<file path="src/rtl/timer_evt_ctrl.sv">
// timer_evt_ctrl: event and interrupt stage behind the one-shot up-counter.
// Turns the live counter value into one-cycle expiry and compare pulses.
// It also keeps sticky status and overrun flags, a maskable interrupt and a
// saturating expiry counter. Status is cleared by write-1-to-clear pulses.
module timer_evt_ctrl #(
    parameter int WIDTH     = 32,
    parameter int EVT_CNT_W = 8
) (
    input  logic                 clk,
    input  logic                 rst,
    input  logic [WIDTH-1:0]     cnt,
    input  logic [WIDTH-1:0]     cfg_max,
    input  logic [WIDTH-1:0]     cmp_val,
    input  logic [1:0]           irq_en,
    input  logic [1:0]           clr,
    output logic                 running,
    output logic                 expire_pulse,
    output logic                 cmp_pulse,
    output logic [1:0]           status,
    output logic [1:0]           ovr,
    output logic                 irq,
    output logic [EVT_CNT_W-1:0] expire_count
);

    // Raw conditions and their rising edges.
    logic       exp_c;
    logic       cmp_c;
    logic       exp_evt;
    logic       cmp_evt;
    logic [1:0] evt;

    // Registered state.
    logic                 exp_cond_q;
    logic                 cmp_cond_q;
    logic                 running_q;
    logic                 expire_pulse_q;
    logic                 cmp_pulse_q;
    logic [1:0]           status_q;
    logic [1:0]           ovr_q;
    logic [EVT_CNT_W-1:0] expire_count_q;

    // Next-state values.
    logic [1:0]           status_d;
    logic [1:0]           ovr_d;
    logic [EVT_CNT_W-1:0] expire_count_d;

    // Expiry matches the up-counter's stop condition; cfg_max = 0 then
    // behaves like 1 because cnt != 0 is required anyway.
    assign exp_c   = (cnt != '0) && (cnt >= cfg_max);
    // A zero threshold disables the compare channel.
    assign cmp_c   = (cmp_val != '0) && (cnt == cmp_val);
    // Only the first cycle of a held condition counts as an event.
    assign exp_evt = exp_c && !exp_cond_q;
    assign cmp_evt = cmp_c && !cmp_cond_q;
    assign evt     = {cmp_evt, exp_evt};

    // Next-state for sticky flags and the saturating expiry counter.
    always_comb begin
        // NOTE: every signal driven here gets a default first, so no path
        // leaves it unassigned and no latch is inferred.
        status_d       = status_q;
        ovr_d          = ovr_q;
        expire_count_d = expire_count_q;

        for (int i = 0; i < 2; i++) begin
            // The clear acts first; an event in the same cycle then lands
            // in an empty slot, so status ends set and ovr ends clear.
            if (clr[i]) begin
                status_d[i] = 1'b0;
                ovr_d[i]    = 1'b0;
            end
            if (evt[i]) begin
                if (status_d[i]) begin
                    ovr_d[i] = 1'b1;
                end
                status_d[i] = 1'b1;
            end
        end

        if (clr[0]) begin
            expire_count_d = '0;
        end
        // Saturate at all-ones instead of wrapping.
        if (exp_evt && (expire_count_d != {EVT_CNT_W{1'b1}})) begin
            expire_count_d = expire_count_d + 1'b1;
        end
    end

    // State registers; synchronous reset wins over any event or clear.
    always_ff @(posedge clk) begin
        // NOTE: sequential state uses non-blocking assignments so every
        // register samples pre-edge values regardless of statement order.
        if (rst) begin
            exp_cond_q     <= 1'b0;
            cmp_cond_q     <= 1'b0;
            running_q      <= 1'b0;
            expire_pulse_q <= 1'b0;
            cmp_pulse_q    <= 1'b0;
            status_q       <= '0;
            ovr_q          <= '0;
            expire_count_q <= '0;
        end else begin
            exp_cond_q     <= exp_c;
            cmp_cond_q     <= cmp_c;
            running_q      <= (cnt != '0);
            expire_pulse_q <= exp_evt;
            cmp_pulse_q    <= cmp_evt;
            status_q       <= status_d;
            ovr_q          <= ovr_d;
            expire_count_q <= expire_count_d;
        end
    end

    assign running      = running_q;
    assign expire_pulse = expire_pulse_q;
    assign cmp_pulse    = cmp_pulse_q;
    assign status       = status_q;
    assign ovr          = ovr_q;
    assign expire_count = expire_count_q;
    // The mask is applied after the flags, so irq_en takes effect at once
    // and never alters the sticky status.
    assign irq          = |(status_q & irq_en);

endmodule
</file>
<file path="config.mk">
export PLATFORM = sky130hd
export DESIGN_NAME = timer_evt_ctrl
export DESIGN_NICKNAME = d
export VERILOG_FILES = /design/src/rtl/timer_evt_ctrl.sv
export SDC_FILE = /design/constraint.sdc
export NUM_CORES = 1
export LEC_CHECK = 0
export BUFFER_PORTS_ARGS = -buffer_cell sky130_fd_sc_hd__buf_2
export CAP_MARGIN = 20
export CELL_PAD_IN_SITES_DETAIL_PLACEMENT = 1
export CELL_PAD_IN_SITES_GLOBAL_PLACEMENT = 2
export CORE_MARGIN = 4
export CORE_UTILIZATION = 20
export DETAILED_ROUTE_END_ITERATION = 10
export PLACE_DENSITY = 0.85
export SYNTH_ARGS = -nofsm -noshare
export SYNTH_HDL_FRONTEND = slang
export SYNTH_SLANG_ARGS = --single-unit
</file>
<file path="constraint.sdc">
create_clock -name clk -period 2.28 [get_ports clk]
set_clock_uncertainty 0.1 [all_clocks]
set_input_delay 0.114 -clock clk [delete_from_list [all_inputs] [get_ports clk]]
set_output_delay 0.114 -clock clk [all_outputs]
set_load 0.02 [all_outputs]
</file>
* Word level (Yosys, flattened, before mapping)
Index checks and enable logic that the tools add are counted. Widths: inputs -> output; s select.
Operators by class: add/sub/neg operators 1, magnitude comparators 1, equality and inequality tests 2, muxes and demuxes 12, bitwise operators 1, reduce and logical (&&, ||, !) cells 10
Operators with widths (number):
- $reduce_bool 32->1 | 2
- $eq 32x32->1 | 1
- $ge 32x32->1 | 1
- $mux 8 | 2
- $mux 1 | 10
- $add 8x1->8 const B | 1
- $ne 8x8->1 const B | 1
- $logic_and 1x1->1 | 5
- $and 2x2->2 | 1
- $logic_not 1->1 | 2
- $reduce_or 2->1 | 1
Storage, ports and cells: register bits 17, output and inout port bits 16

* Logic depth before layout (Yosys ltp)
Gate-level depths: netlist of the first run.
depth in word-level cells 5, depth in mapped cells 10, gate-level depth less buffers 9

* Least setup slack after synthesis of the first run
No wires, ideal clock.
path kind input-to-reg, from input port cfg_max[29], to register expire_count_q[2] (netlist: expire_count[2]), setup time 135 ps, arrival 1887 ps, data required time 2045 ps, path slack 158 ps, stages 10, buffers on the path 1, cells stage by stage inv_1 -> ha_1 -> nand4_2 -> nor4_2 -> nand2_1 -> o32ai_2 -> o21ai_2 -> buf_2 -> o311ai_0 -> o41ai_1
Between the ends: longest elaborated chain between the ends 5
Ends and longest elaborated chain:
- from (decl) | RTL line 12 | input logic [WIDTH-1:0] cfg_max,
- $ge 32x32->1 | RTL line 49 | assign exp_c = (cnt != '0) && (cnt >= cfg_max);
- $logic_and 1x1->1 | RTL line 49
- $logic_and 1x1->1 | RTL line 53 | assign exp_evt = exp_c && !exp_cond_q;
- $logic_and 1x1->1 | RTL line 84 | if (exp_evt && (expire_count_d != {EVT_CNT_W{1'b1}})) begin
- $mux 8 | RTL line 84
- to (signal assigned) | RTL line 110 | expire_count_q <= expire_count_d;
- to (decl) | RTL line 40 | logic [EVT_CNT_W-1:0] expire_count_q;
Every way passes these cells. A chain may end at the register's enable or synchronous reset.

* Final worst setup path of the first run
from input port cnt[31], to register expire_count_q[6] (netlist: expire_count[6])
Between the ends: longest elaborated chain between the ends 5, elaborated cells on any way between the ends 6
Ends and longest elaborated chain:
- from (decl) | RTL line 11 | input logic [WIDTH-1:0] cnt,
- $ge 32x32->1 or $reduce_bool 32->1 (tied branches) | RTL line 49
- $logic_and 1x1->1 * | RTL line 49
- $logic_and 1x1->1 * | RTL line 53
- $logic_and 1x1->1 * | RTL line 84
- $mux 8 * | RTL line 84
Mark *: on every way between the ends. The rest lies on a longest branch, timed or not.

==> reports/metrics.cfg, run 1 <==
[clocking]
path_clk_slew_ns=0.07
clock_path_buffers=2
tritoncts=yes
htreeDepth=1
cts-buffers-inserted=3
post_cts_buffers=0
clockRootBuffer=clkbuf_8
clock_latency_ns=0.25
clkSinkCount=17

[flow_run]
maxCapViolations=0

[floorplan]
rows=36
die_area_um2=11700
io-pin-count=118
core_area_um2=9770
die_w_um=108
die_h_um=108
start_util_pct=20.5

[finish]
nets=559
areaGrowthSynthToFinish_pct=58.5
drive_gt1_share_pct=40.9
fillers=1245
utilization_pct=32.5

[critical_path]
crit_path_end_kind=flop
cp_max_fo=8
critPathLaunchType=primary input
path_class=in2reg
worstPathArrival_ns=2.23
required_ns=2.34

[hold_path]
min_path_type=in2reg

[timing]
hold_viol=0
fmax_mhz=461
finalCriticalPeriod_ns=2.17
min_period_over_period_pct=95.2
relSlewSlack_pct=69.2
tightestPinTransition_ns=0.458
finalSetupViolCount=0
tns_ns=0
slew_viol_final=0
setup_slack_ns=0.108

[logic_synthesis]
syn-instance-count=258
synth_top_area_cell=ha_1
synth_compound_area_share_pct=15.5
muxShareOfSynthArea_pct=0.562
netlist_area_um2=2000
synthDistinctLibCells=42
ys_warn_count=0
synth_seq_cells=17
synth-xor-area-share_pct=14.0
synth_common_cells=inv_1 (39), ha_1 (33), xor2_1 (31)
synth.avg_cell_area_um2=7.76
synth_edf_count=0
synth.most_common_cell=inv_1
ys_seq_area_share_pct=17.0
synth_ff_type=dfxtp_1
synth_top_area_share_pct=20.6
synth_top_family_by_area=simple AND/OR/NAND/NOR gates
synthAdderAreaFrac_pct=20.6
syn_nets=393
async_flop_share_pct=0
synth-simple-area-share_pct=24.6
ys_top_cells_by_area=ha_1 (21%), dfxtp_1 (17%), xor2_1 (14%), nor4_1 (7.8%), inv_1 (7.3%)

[power_and_ir_drop]
powerDensity_nw_per_um2=312
power_mw=0.990
peakVddDrop_mv=0.232
leakagePower_nw=1.65

[placement]
post-place-ws_ns=-0.168
gp_congestion=0.840
place.detailed.hpwl_um=7530
numPortBuffers=117

[detailed_routing]
via_count=2506
postRouteAntennaNets=0
routedWlPerCell_um=14.9
drc_errors=0
avgViaCountPerCell=4.50
drt_wl_total_um=8320
drt_iter0_drc=55
drtPass1Iterations=4

[status]
status=complete, no violations

[global_routing]
antenna_found_initial=1
grt_pass1_wl_um=13100
grt_start_max_net_pins=14
grt_util_all_layers_pct=14.0
first_global_vias=2731
grt_overflow=0

[cells in the final DEF, fill, tap and decap left out, types with 4 or more instances in the layout]
master	n
a21oi_1	15
buf_2	117
buf_4	45
dfxtp_1	17
ha_1	33
inv_1	39
nand2_1	11
nand3_1	7
nand4_1	11
nor2_1	13
nor3_1	4
nor4_1	25
o21ai_0	7
or3_1	4
xor2_1	31
[layout make-up]
type / count / area, um^2 / share of cell area (%)
Multi-Input combinational cell: 200 / 1540 / 48.5
Timing Repair Buffer: 163 / 933 / 29.4
Sequential cell: 17 / 340 / 10.7
Tap cell: 133 / 166 / 5.24
Inverter: 39 / 146 / 4.61
Clock buffer: 3 / 41.3 / 1.30
Clock inverter: 1 / 5.00 / 0.158
Antenna cell: 1 / 2.50 / 0.0788
[worst max-delay path, cell delays in order]
cell and delay [ns]:
buf_2 0.11, ha_1 0.32, nand4_2 0.18, nor4_4 0.33, nand2_1 0.12, o32ai_4 0.27
o21ai_4 0.13, buf_4 0.15, o31a_1 0.28, a211oi_1 0.22
[what timing repair did]
item | in CTS | in global routing
endpoints found under the hold margin | 1 | 0
hold buffers | 1 | 0
gates resized for setup | 0 | 5
endpoints found under the setup margin | 0 | 4
[layer usage]
layer	vias to the layer above	global-route usage (%)	wire [um]
met5	-	0	0
met4	0	2.61	112
met3	6	2.03	523
met2	74	27.6	4320
met1	1150	15.8	3370
li1	1276	-	-
[where the power goes]
part           internal (mW)  total [mW]  switching, mW
clock                  0.121       0.227          0.106
sequential             0.306       0.311        0.00576
combinational          0.226       0.451          0.225
[cell families (layout without fill, tap and decap cells)]
kind of cell,count (synthesis),after routing
buffers and inverters,41,206
muxes,1,1
adders and majority gates,33,33
xor gates and xnor gates,32,32
other,0,1
and+or+nand+nor,88,88
AOI/OAI and AO/OA,46,46
DFF,17,17
[per-stage QoR]
stage                     hold slack [ns]  cell area, um^2  instances
final                              0.0927             3170        557
after global routing                0.105             3170        557
after CTS                          0.0946             3140        556
after detailed placement            0.201             3080        551
after global placement              0.196             3080        551
after floorplan                    0.0864             2000        258
[worst paths after layout]
kind / startpoint / depth (start not counted) / slack [ns] / endpoint
worst max register to register: expire_count[1] / 7 / 0.29 / expire_count[5]
worst min-delay path: rst / 2 / 0.09 / running
worst min register to register: ovr[0] / 2 / 0.38 / ovr[0]
worst max-delay path: cnt[31] / 10 / 0.11 / expire_count[6]
[state kept, by name, summed over array words and instances, names as in the netlist]
register / cells
exp_cond_q: 1
expire_pulse: 1
status: 2
ovr: 2
running: 1
expire_count: 8
cmp_cond_q: 1
cmp_pulse: 1
No activity file was read; power rests on OpenSTA's default activity.
==> run 2: changes to the inputs <==
Settings changed: CELL_PAD_IN_SITES_DETAIL_PLACEMENT 1 to not set, CELL_PAD_IN_SITES_GLOBAL_PLACEMENT 2 to not set, CORE_UTILIZATION 20 to 40, PLACE_DENSITY 0.85 to 0.87.
==> reports/metrics.cfg, run 2 (synthesis results as in run 1) <==
[status]
status=complete, no violations  ; unchanged

[global_routing]
grt_pass1_wl_um=11100  ; was 13100 um
grt_overflow=0  ; unchanged
first_global_vias=2614  ; was 2731
grt_util_all_layers_pct=21.9  ; was 14.0%
antenna_found_initial=0  ; was 1
grt_start_max_net_pins=14  ; unchanged

[critical_path]
r2r_cells=7  ; unchanged
worstPathArrival_ns=2.21  ; was 2.23 ns
required_ns=2.36  ; was 2.34 ns
cp_max_fo=8  ; unchanged
crit_path_end_kind=flop  ; unchanged
path_class=in2reg  ; unchanged
critPathLaunchType=primary input  ; unchanged

[timing]
tightestPinTransition_ns=0.508  ; was 0.458 ns
finalCriticalPeriod_ns=2.13  ; was 2.17 ns
relSlewSlack_pct=66.0  ; was 69.2%
whs_ns=0.0869  ; was 0.0927 ns
slew_viol_final=0  ; unchanged
fmax_mhz=470  ; was 461 MHz
hold_viol=0  ; unchanged
finalSetupViolCount=0  ; unchanged
min_period_over_period_pct=93.4  ; was 95.2%
setup_slack_ns=0.151  ; was 0.108 ns

[floorplan]
die_h_um=78.8  ; was 108 um
start_util_pct=41.9  ; was 20.5%
io-pin-count=118  ; unchanged
rows=25  ; was 36
die_w_um=78.8  ; was 108 um
core_area_um2=4790  ; was 9770 um^2
die_area_um2=6200  ; was 11700 um^2

[finish]
nets=550  ; was 559
mostFrequentLayoutCells=buf_2 (117), inv_1 (39), buf_4 (36), ha_1 (33), xor2_1 (31)  ; was buf_2 (117), buf_4 (45), inv_1 (39), ha_1 (33), xor2_1 (31)
utilization_pct=62.8  ; was 32.5%
fin_cells=481  ; was 557
antenna_cells=0  ; was 1
drive_gt1_share_pct=39.1  ; was 40.9%
areaGrowthSynthToFinish_pct=50.2  ; was 58.5%
fin_area_um2=3010  ; was 3170 um^2
final_common_cell=buf_2  ; unchanged
largest_reg_flops=8  ; unchanged

[placement]
post-place-ws_ns=-0.0934  ; was -0.168 ns
placed_cells=476  ; was 551
numPortBuffers=117  ; unchanged
gp_congestion=0.901  ; was 0.840
place.detailed.hpwl_um=6100  ; was 7530 um
dpl_cell_area_um2=2930  ; was 3080 um^2

[detailed_routing]
postRouteAntennaNets=0  ; unchanged
avgViaCountPerCell=5.22  ; was 4.50
drtPass1Iterations=4  ; unchanged
drt_wl_total_um=6920  ; was 8320 um
via_count=2513  ; was 2506
drc_errors=0  ; unchanged
routedWlPerCell_um=14.4  ; was 14.9 um
drt_iter0_drc=93  ; was 55

[hold_path]
min_path_type=in2reg  ; unchanged
hold_path_depth=2  ; unchanged

[power_and_ir_drop]
comb_power_share_pct=44.7  ; was 45.6%
peakVddDrop_mv=0.430  ; was 0.232 mV
p_switching_mw=0.319  ; was 0.337 mW
powerDensity_nw_per_um2=320  ; was 312 nW/um^2
switching_share_pct=33.1  ; was 34.0%
leakagePower_nw=1.59  ; was 1.65 nW
pwr-share-clk_pct=23.0  ; about the same
p_int_mw=0.644  ; was 0.653 mW
pwr-share-seq_pct=32.3  ; was 31.5%

[flow_run]
maxCapViolations=0  ; unchanged

[clocking]
clock_latency_ns=0.25  ; about the same
cts-buffers-inserted=3  ; unchanged
path_clk_slew_ns=0.06  ; was 0.07 ns
clockRootBuffer=clkbuf_8  ; unchanged
tritoncts=yes  ; unchanged
clkSinkCount=17  ; unchanged
clock_path_buffers=2  ; unchanged
post_cts_buffers=0  ; unchanged
htreeDepth=1  ; unchanged

==> run 2: metrics by stage <==
stage	TNS, ns	power [mW]
final	0	0.963
after global routing	-0.0918	1.04
after CTS	0	0.961
after global placement	-0.245	0.723
after floorplan	0	0.503
after detailed placement	-0.369	0.738
==> run 2: final timing paths <==
| kind | from | end | slack, ns |
|---|---|---|---|
| worst max-delay path | cnt[29] | expire_count[3] | 0.15 |
| worst min-delay path | rst | exp_cond_q | 0.09 |
| worst max register to register | expire_count[1] | expire_count[5] | 0.23 |
| worst min register to register | ovr[0] | ovr[0] | 0.36 |
==> run 2: area by class of cell <==
| class | count | area [um^2] |
|---|---|---|
| clock buffer | 4 | 45.0 |
| fill | 428 | 1780 |
| inverter | 39 | 146 |
| multi-input combinational | 200 | 1530 |
| sequential | 17 | 340 |
| tap | 67 | 83.8 |
| timing repair buffer | 154 | 866 |
==> run 2: timing repair <==
action,CTS,global route
endpoints found under the hold margin,1,0
hold buffers,1,0
gates resized for setup,0,2
endpoints found under the setup margin,0,2
==> run 2: power by group through the flow <==
stage | registers, mW | logic [mW] | clock network, mW
5_1_grt | 0.311 | 0.480 | 0.245
2_1_floorplan | 0.326 | 0.177 | 0
6_report | 0.311 | 0.431 | 0.222
4_1_cts | 0.311 | 0.425 | 0.226
3_5_place_dp | 0.317 | 0.421 | 0
3_3_place_gp | 0.317 | 0.406 | 0
==> run 2: layer usage <==
layer | wire (um) | global-route usage, % | share of wire [%] | vias to the layer above
met5 | 0 | 0 | 0 | -
met4 | 269 | 7.52 | 3.9 | 0
li1 | - | - | - | 1253
met1 | 2660 | 24.5 | 38 | 1121
met3 | 520 | 3.17 | 7.5 | 24
met2 | 3470 | 41.8 | 50 | 115
==> run 2: critical path: stages <==
cell and delay (ns):
buf_2 0.11, ha_1 0.30, nand4_2 0.13, nor4_2 0.34
o21ai_0 0.23, o32ai_4 0.20, o21ai_4 0.12, or4_1 0.52
a21oi_1 0.14
